==> src/rtl/fetch_pkg.sv <==
// -----------------------------------------------------------------------------
// fetch_pkg
// Shared types and constants for the instruction fetch unit.
//   fetch_state_t : FSM state encoding (IDLE, REQ, WAIT, DRAIN)
//   fault_cause_t : sticky fault reason reported on fault_cause
//   NOP_INSTR     : instruction register contents after reset (addi x0,x0,0)
//   is_aligned()  : word-alignment test on a fetch address
// -----------------------------------------------------------------------------
package fetch_pkg;

    typedef enum logic [1:0] {
        IDLE  = 2'd0,
        REQ   = 2'd1,
        WAIT  = 2'd2,
        DRAIN = 2'd3
    } fetch_state_t;

    typedef enum logic [1:0] {
        NONE       = 2'd0,
        MISALIGNED = 2'd1,
        BUS_ERR    = 2'd2,
        TIMEOUT    = 2'd3
    } fault_cause_t;

    localparam logic [31:0] NOP_INSTR = 32'h0000_0013;

    function automatic logic is_aligned(input logic [31:0] addr);
        return (addr[1:0] == 2'b00);
    endfunction

endpackage

==> src/rtl/fetch_timer.sv <==
// -----------------------------------------------------------------------------
// fetch_timer
// Saturating cycle counter used to bound the wait for a memory response.
//   clk     : clock
//   reset   : asynchronous active-low reset
//   clear   : synchronous clear to zero (wins over enable)
//   enable  : count one cycle
//   expired : count has reached LIMIT-1; the counter holds there, never wraps
// -----------------------------------------------------------------------------
module fetch_timer #(
    parameter int unsigned LIMIT = 64
) (
    input  logic clk,
    input  logic reset,
    input  logic clear,
    input  logic enable,
    output logic expired
);

    localparam int unsigned CW = (LIMIT > 1) ? $clog2(LIMIT) : 1;
    localparam logic [CW-1:0] LAST = CW'(LIMIT - 1);

    logic [CW-1:0] count_q;

    always_ff @(posedge clk or negedge reset) begin
        if (!reset) begin
            count_q <= '0;
        end else if (clear) begin
            count_q <= '0;
        end else if (enable && (count_q != LAST)) begin
            count_q <= count_q + 1'b1;
        end
    end

    assign expired = (count_q == LAST);

endmodule

==> src/rtl/instr_fetch.sv <==
// -----------------------------------------------------------------------------
// instr_fetch
// Single-outstanding instruction fetch unit. Takes a fetch request from the
// program counter, issues one memory read, and captures the returned word in
// the instruction register. Misaligned addresses, bus errors and response
// timeouts are reported as one-cycle fault pulses with a sticky cause.
//
// Ports
//   clk, reset          : clock, asynchronous active-low reset
//   fetch_start, pc     : fetch request and address (sampled only in IDLE)
//   flush               : abandon the fetch in progress
//   mem_req_valid/ready : request handshake, mem_addr is the request address
//   mem_rsp_valid/data/err : one-cycle response beat, err qualified by valid
//   ir, ir_pc           : last good instruction word and its address
//   fetch_done          : one-cycle pulse after a good response
//   fetch_busy          : high whenever the FSM is not IDLE
//   fetch_fault         : one-cycle pulse on a fault, fault_cause holds reason
//   state_dbg           : current FSM state, for observation only
//
// Handshake: a request transfers on a cycle where mem_req_valid and
// mem_req_ready are both high. While valid is high and ready is low, the
// address is held stable and valid is not withdrawn except by flush.
// Responses carry no backpressure: mem_rsp_valid is a single-cycle beat that
// is consumed in the cycle it is seen.
// -----------------------------------------------------------------------------
module instr_fetch
    import fetch_pkg::*;
#(
    parameter logic [31:0] RESET_VECTOR   = 32'h0000_1000,
    parameter int unsigned TIMEOUT_CYCLES = 64
) (
    input  logic         clk,
    input  logic         reset,
    input  logic         fetch_start,
    input  logic [31:0]  pc,
    input  logic         flush,
    output logic         mem_req_valid,
    input  logic         mem_req_ready,
    output logic [31:0]  mem_addr,
    input  logic         mem_rsp_valid,
    input  logic [31:0]  mem_rsp_data,
    input  logic         mem_rsp_err,
    output logic [31:0]  ir,
    output logic [31:0]  ir_pc,
    output logic         fetch_done,
    output logic         fetch_busy,
    output logic         fetch_fault,
    output fault_cause_t fault_cause,
    output fetch_state_t state_dbg
);

    fetch_state_t state_q, state_nxt;
    logic [31:0]  addr_q,  addr_nxt;
    logic [31:0]  ir_q,    ir_nxt;
    logic [31:0]  ir_pc_q, ir_pc_nxt;
    logic         done_q,  done_nxt;
    logic         fault_q, fault_nxt;
    fault_cause_t cause_q, cause_nxt;

    logic timer_clear;
    logic timer_enable;
    logic timer_expired;

    // The counter only runs while waiting for a response; it is held at zero
    // everywhere else, so it always starts fresh on the REQ->WAIT transfer.
    assign timer_clear  = (state_q != WAIT);
    assign timer_enable = (state_q == WAIT);

    fetch_timer #(
        .LIMIT (TIMEOUT_CYCLES)
    ) u_timer (
        .clk     (clk),
        .reset   (reset),
        .clear   (timer_clear),
        .enable  (timer_enable),
        .expired (timer_expired)
    );

    always_ff @(posedge clk or negedge reset) begin
        if (!reset) begin
            state_q <= IDLE;
            addr_q  <= RESET_VECTOR;
            ir_q    <= NOP_INSTR;
            ir_pc_q <= RESET_VECTOR;
            done_q  <= 1'b0;
            fault_q <= 1'b0;
            cause_q <= NONE;
        end else begin
            state_q <= state_nxt;
            addr_q  <= addr_nxt;
            ir_q    <= ir_nxt;
            ir_pc_q <= ir_pc_nxt;
            done_q  <= done_nxt;
            fault_q <= fault_nxt;
            cause_q <= cause_nxt;
        end
    end

    always_comb begin
        state_nxt = state_q;
        addr_nxt  = addr_q;
        ir_nxt    = ir_q;
        ir_pc_nxt = ir_pc_q;
        done_nxt  = 1'b0;
        fault_nxt = 1'b0;
        cause_nxt = cause_q;

        case (state_q)
            IDLE: begin
                // flush dominates a simultaneous start
                if (fetch_start && !flush) begin
                    if (is_aligned(pc)) begin
                        addr_nxt  = pc;
                        state_nxt = REQ;
                    end else begin
                        fault_nxt = 1'b1;
                        cause_nxt = MISALIGNED;
                    end
                end
            end

            REQ: begin
                if (flush) begin
                    // A request accepted in the flush cycle still owes us a
                    // response, which must be swallowed.
                    state_nxt = mem_req_ready ? DRAIN : IDLE;
                end else if (mem_req_ready) begin
                    state_nxt = WAIT;
                end
            end

            WAIT: begin
                if (flush) begin
                    // A response landing in the flush cycle settles the debt.
                    state_nxt = mem_rsp_valid ? IDLE : DRAIN;
                end else if (mem_rsp_valid) begin
                    state_nxt = IDLE;
                    if (mem_rsp_err) begin
                        fault_nxt = 1'b1;
                        cause_nxt = BUS_ERR;
                    end else begin
                        ir_nxt    = mem_rsp_data;
                        ir_pc_nxt = addr_q;
                        done_nxt  = 1'b1;
                    end
                end else if (timer_expired) begin
                    // Memory still owes the response; drain it before reuse.
                    fault_nxt = 1'b1;
                    cause_nxt = TIMEOUT;
                    state_nxt = DRAIN;
                end
            end

            DRAIN: begin
                if (mem_rsp_valid) begin
                    state_nxt = IDLE;
                end
            end

            default: begin
                state_nxt = IDLE;
            end
        endcase
    end

    assign mem_req_valid = (state_q == REQ);
    assign mem_addr      = addr_q;
    assign ir            = ir_q;
    assign ir_pc         = ir_pc_q;
    assign fetch_done    = done_q;
    assign fetch_fault   = fault_q;
    assign fault_cause   = cause_q;
    assign fetch_busy    = (state_q != IDLE);
    assign state_dbg     = state_q;

endmodule

==> config.mk <==
export PLATFORM = sky130hd
export DESIGN_NAME = instr_fetch
export DESIGN_NICKNAME = d
export VERILOG_FILES = /design/src/rtl/fetch_pkg.sv /design/src/rtl/fetch_timer.sv /design/src/rtl/instr_fetch.sv
export SDC_FILE = /design/constraint.sdc
export NUM_CORES = 1
export LEC_CHECK = 0
export CAP_MARGIN = 10
export CORE_ASPECT_RATIO = 0.5
export CORE_MARGIN = 2
export CORE_UTILIZATION = 47
export CTS_CLUSTER_DIAMETER = 120
export DETAILED_ROUTE_END_ITERATION = 16
export GPL_TIMING_DRIVEN = 0
export PLACE_DENSITY_LB_ADDON = 0.25
export SYNTH_ARGS = -nofsm -noshare
export SYNTH_HDL_FRONTEND = slang
export SYNTH_HIERARCHICAL = 1
export SYNTH_SLANG_ARGS = --single-unit
export TNS_END_PERCENT = 5
==> constraint.sdc <==
create_clock -name clk -period 2.9 [get_ports clk]
set_input_delay 0.58 -clock clk [delete_from_list [all_inputs] [get_ports clk]]
set_output_delay 0.58 -clock clk [all_outputs]
set_load 0.02 [all_outputs]
==> impl_metrics.csv <==
group,metric,value,unit
setup_path,rr_startpoint,"state_dbg[1]",
sta,period_needed,2.31,ns
placed_design,dpl.hpwl,7.69,mm
placed_design,gp_congestion,0.844,
setup_path,crit_path_end,"mem_addr[15]",
power_and_ir_drop,irDropWorstVdd,538,uV
cts,cts_repair_resize_count,0,
floorplan,die-width,141,um
routing,wl_per_cell,17.9,um
cts,cts_sinks,108,
floorplan,design.core.area,8920,sq um
global_route,grt_usage,20.8,%
synthesis,ys_ff_latch,108,
setup_path,critPathLaunch,"flush",
cts,path_clk_slew,0.07,ns
cts,cts_root_buffer,"clkbuf_16",
setup_path,regToRegSetupSlack,0.89,ns
cts,htree_levels,3,
run_status,status,"finished clean",
global_route,grt_start_max_net_pins,57,
synthesis,ys_types,41,
global_route,grt_pass1_vias,3208,
synthesis,async_flop_share,100,%
power_and_ir_drop,p_total,7280,uW
cts,post_cts_buffers,0,
power_and_ir_drop,p_leak,0.00306,uW
routing,wl,10.4,mm
placed_design,io_buffer_count,174,
worst_hold_path,hp-class,"in -> async",
synthesis,synth.avg_cell_area,16.4,sq um
sta,setup_viol,0,
setup_path,worstSetupEndpointType,"flop",
setup_path,timing.rr.end,"ir_pc[24]",
cts,hold_buffers,0,
synthesis,yosysSeqAreaShare,61.1,%
final_layout,drive_gt1_share,27.7,%
setup_path,worst_setup_path_start_kind,"input pin",
floorplan,die_area,10300,sq um
cts,clockBufferDepth,2,
sta,slew-limit-headroom,52.0,%
floorplan,ios,175,
synthesis,syn_area,4430,sq um
routing,first_pass_iters,4,
synthesis,ys.flop_type,"dfrtp_1",
placed_design,pre_cts_ws,0.216,ns
routing,ant_nets,0,
synthesis,synth.yosys.warnings,6,
final_layout,nFillCells,565,
global_route,antenna_found_initial,0,
floorplan,fp.dieH,72.7,um
sta,setup_ws,0.593,ns
setup_path,worstPathMaxFanout,10,
cts,cts_tree,"done",
final_layout,diodes,0,
global_route,grt_pass1_wl,16.4,mm
setup_path,worst-setup-path-type,"in -> reg",
sta,finalHoldViolations,0,
sta,slew_viol_final,0,
sta,worst_slew_pin_slew,0.720,ns
sta,clock.fmax,0.433,GHz
floorplan,start_util,49.7,%
synthesis,synth_edf_count,0,
sta,min_period_over_period,79.5,%
floorplan,rows,24,
setup_path,worstPathArrival,2.53,ns
sta,rsz0062_at_grt,"no",
cts,clk_latency,0.34,ns
cts,numCtsBuffers,9,
final_layout,synthToLayoutAreaGrowth,49.7,%
routing,viasPerCell,5.01,
final_layout,nets,529,
setup_path,cp.required,3.13,ns
sta,fin_skew,0.00363,ns
routing,drtIter0Drc,110,
synthesis,synth_fp_nets,343,
final_layout,postLayoutCoreUtil,74.4,%
synthesis,syn_inst,271,
power_and_ir_drop,power_per_cell_area,1100,nW/um^2
global_route,globalRouteOverflowTotal,0,
routing,drcViolationCount,0,
setup_path,rr_worst_depth,5,
routing,vias,2899,
job,cap_violations,0,
[synthesized netlist by cell type, types with 2 or more instances]
| cell type | number | share of area, % |
|---|---|---|
| dfrtp_1 | 103 | 58 |
| a31oi_1 | 2 | 0.28 |
| mux2i_1 | 2 | 0.45 |
| nand3_1 | 2 | 0.23 |
| dfstp_2 | 5 | 3.0 |
| nor3_1 | 2 | 0.23 |
| nor3b_1 | 3 | 0.51 |
| nand2_1 | 4 | 0.34 |
| mux2_4 | 49 | 17 |
| nand4b_1 | 2 | 0.40 |
| nand4_1 | 2 | 0.28 |
| buf_1 | 3 | 0.25 |
| nor2_1 | 3 | 0.25 |
| nor2b_1 | 3 | 0.42 |
| mux2_2 | 45 | 11 |
| a21oi_1 | 2 | 0.23 |
| o211ai_1 | 2 | 0.34 |
| buf_6 | 7 | 1.8 |
| and2_1 | 2 | 0.28 |
| inv_1 | 7 | 0.59 |
[power by group]
part | total (uW) | internal, uW | switching [uW]
clock | 1170 | 652 | 520
sequential | 2650 | 2200 | 444
combinational | 3460 | 1940 | 1520
[registers in the layout, indices dropped and copies added, names as in the netlist]
| register | count |
|---|---|
| ir_pc | 32 |
| fault_cause | 2 |
| state_dbg | 2 |
| fetch_fault | 1 |
| fetch_done | 1 |
| ir | 32 |
| u_timer/count_q | 6 |
| mem_addr | 32 |
[area by class of cell]
type                    instances  area, sq um  share of cell area, %
multi-input cells             144         1590                   24.0
repair buffers                175         1770                   26.6
clock inverters                 3         20.0                  0.302
plain buffers                  12          103                   1.55
well taps                     117          146                   2.21
flip-flops and latches        108         2710                   40.8
clock buffers                  13          270                   4.07
inverters                       7         26.3                  0.396
[placed cells by master, fill, tap and decap left out, types with 2 or more instances in the layout]
cell type	n
nand3_1	2
a21oi_1	2
nand4b_1	2
buf_1	3
nor2b_1	3
nor3_1	2
nand4_1	2
nor3b_1	3
inv_1	7
a31oi_1	2
clkdlybuf4s50_1	173
buf_6	7
nor2_1	3
dfstp_2	5
and2_1	2
mux2_2	45
clkbuf_16	9
dfrtp_1	103
o211ai_1	2
mux2i_1	2
clkinvlp_4	2
mux2_4	49
clkbuf_8	3
buf_4	2
nand2_1	4
[stage by stage]
stage | area [sq um] | setup TNS (ns) | std cells | hold WS, ns
after floorplan | 4430 | 0 | 271 | 0.284
after global placement | 6320 | -262.34 | 562 | 0.479
after detailed placement | 6340 | 0 | 563 | 0.467
after CTS | 6640 | 0 | 579 | 0.311
after global routing | 6640 | 0 | 579 | 0.343
final | 6640 | 0 | 579 | 0.284
[worst min-delay path by stage]
stage	from	end	slack, ns	depth (start not counted)
5_1_grt	reset	ir[8]	0.34	1
2_1_floorplan	reset	fault_cause[0]	0.28	0
6_report	reset	mem_addr[30]	0.28	1
3_3_place_gp	fault_cause[1]	fault_cause[1]	0.48	1
3_5_place_dp	fault_cause[1]	fault_cause[1]	0.47	1
4_1_cts	reset	mem_addr[30]	0.31	1
[routing by layer]
layer	track usage (%)	share of wire, %	wire length, um
met1	23.8	41	4210
met2	37.9	52	5360
met5	0	0	0
met4	7.11	1.5	157
met3	6.63	6.0	622
[worst max-delay path, stage by stage]
cell and delay, ns:
clkdlybuf4s50_1 0.48, nor4b_1 0.45, nand2_1 0.31, buf_1 0.35
mux2_2 0.36
[kinds of logic after synthesis]
group | Yosys count | share of synthesized area, %
AO/OA/AOI/OAI | 16 | 2.68
adder cells (fa/ha/maj) | 1 | 0.282
buffers and inverters | 19 | 2.91
multiplexers | 96 | 28.5
flip-flops | 108 | 61.1
XOR/XNOR | 1 | 0.198
AND/OR/NAND/NOR | 30 | 4.32
Power figures use the tool's default switching activity.
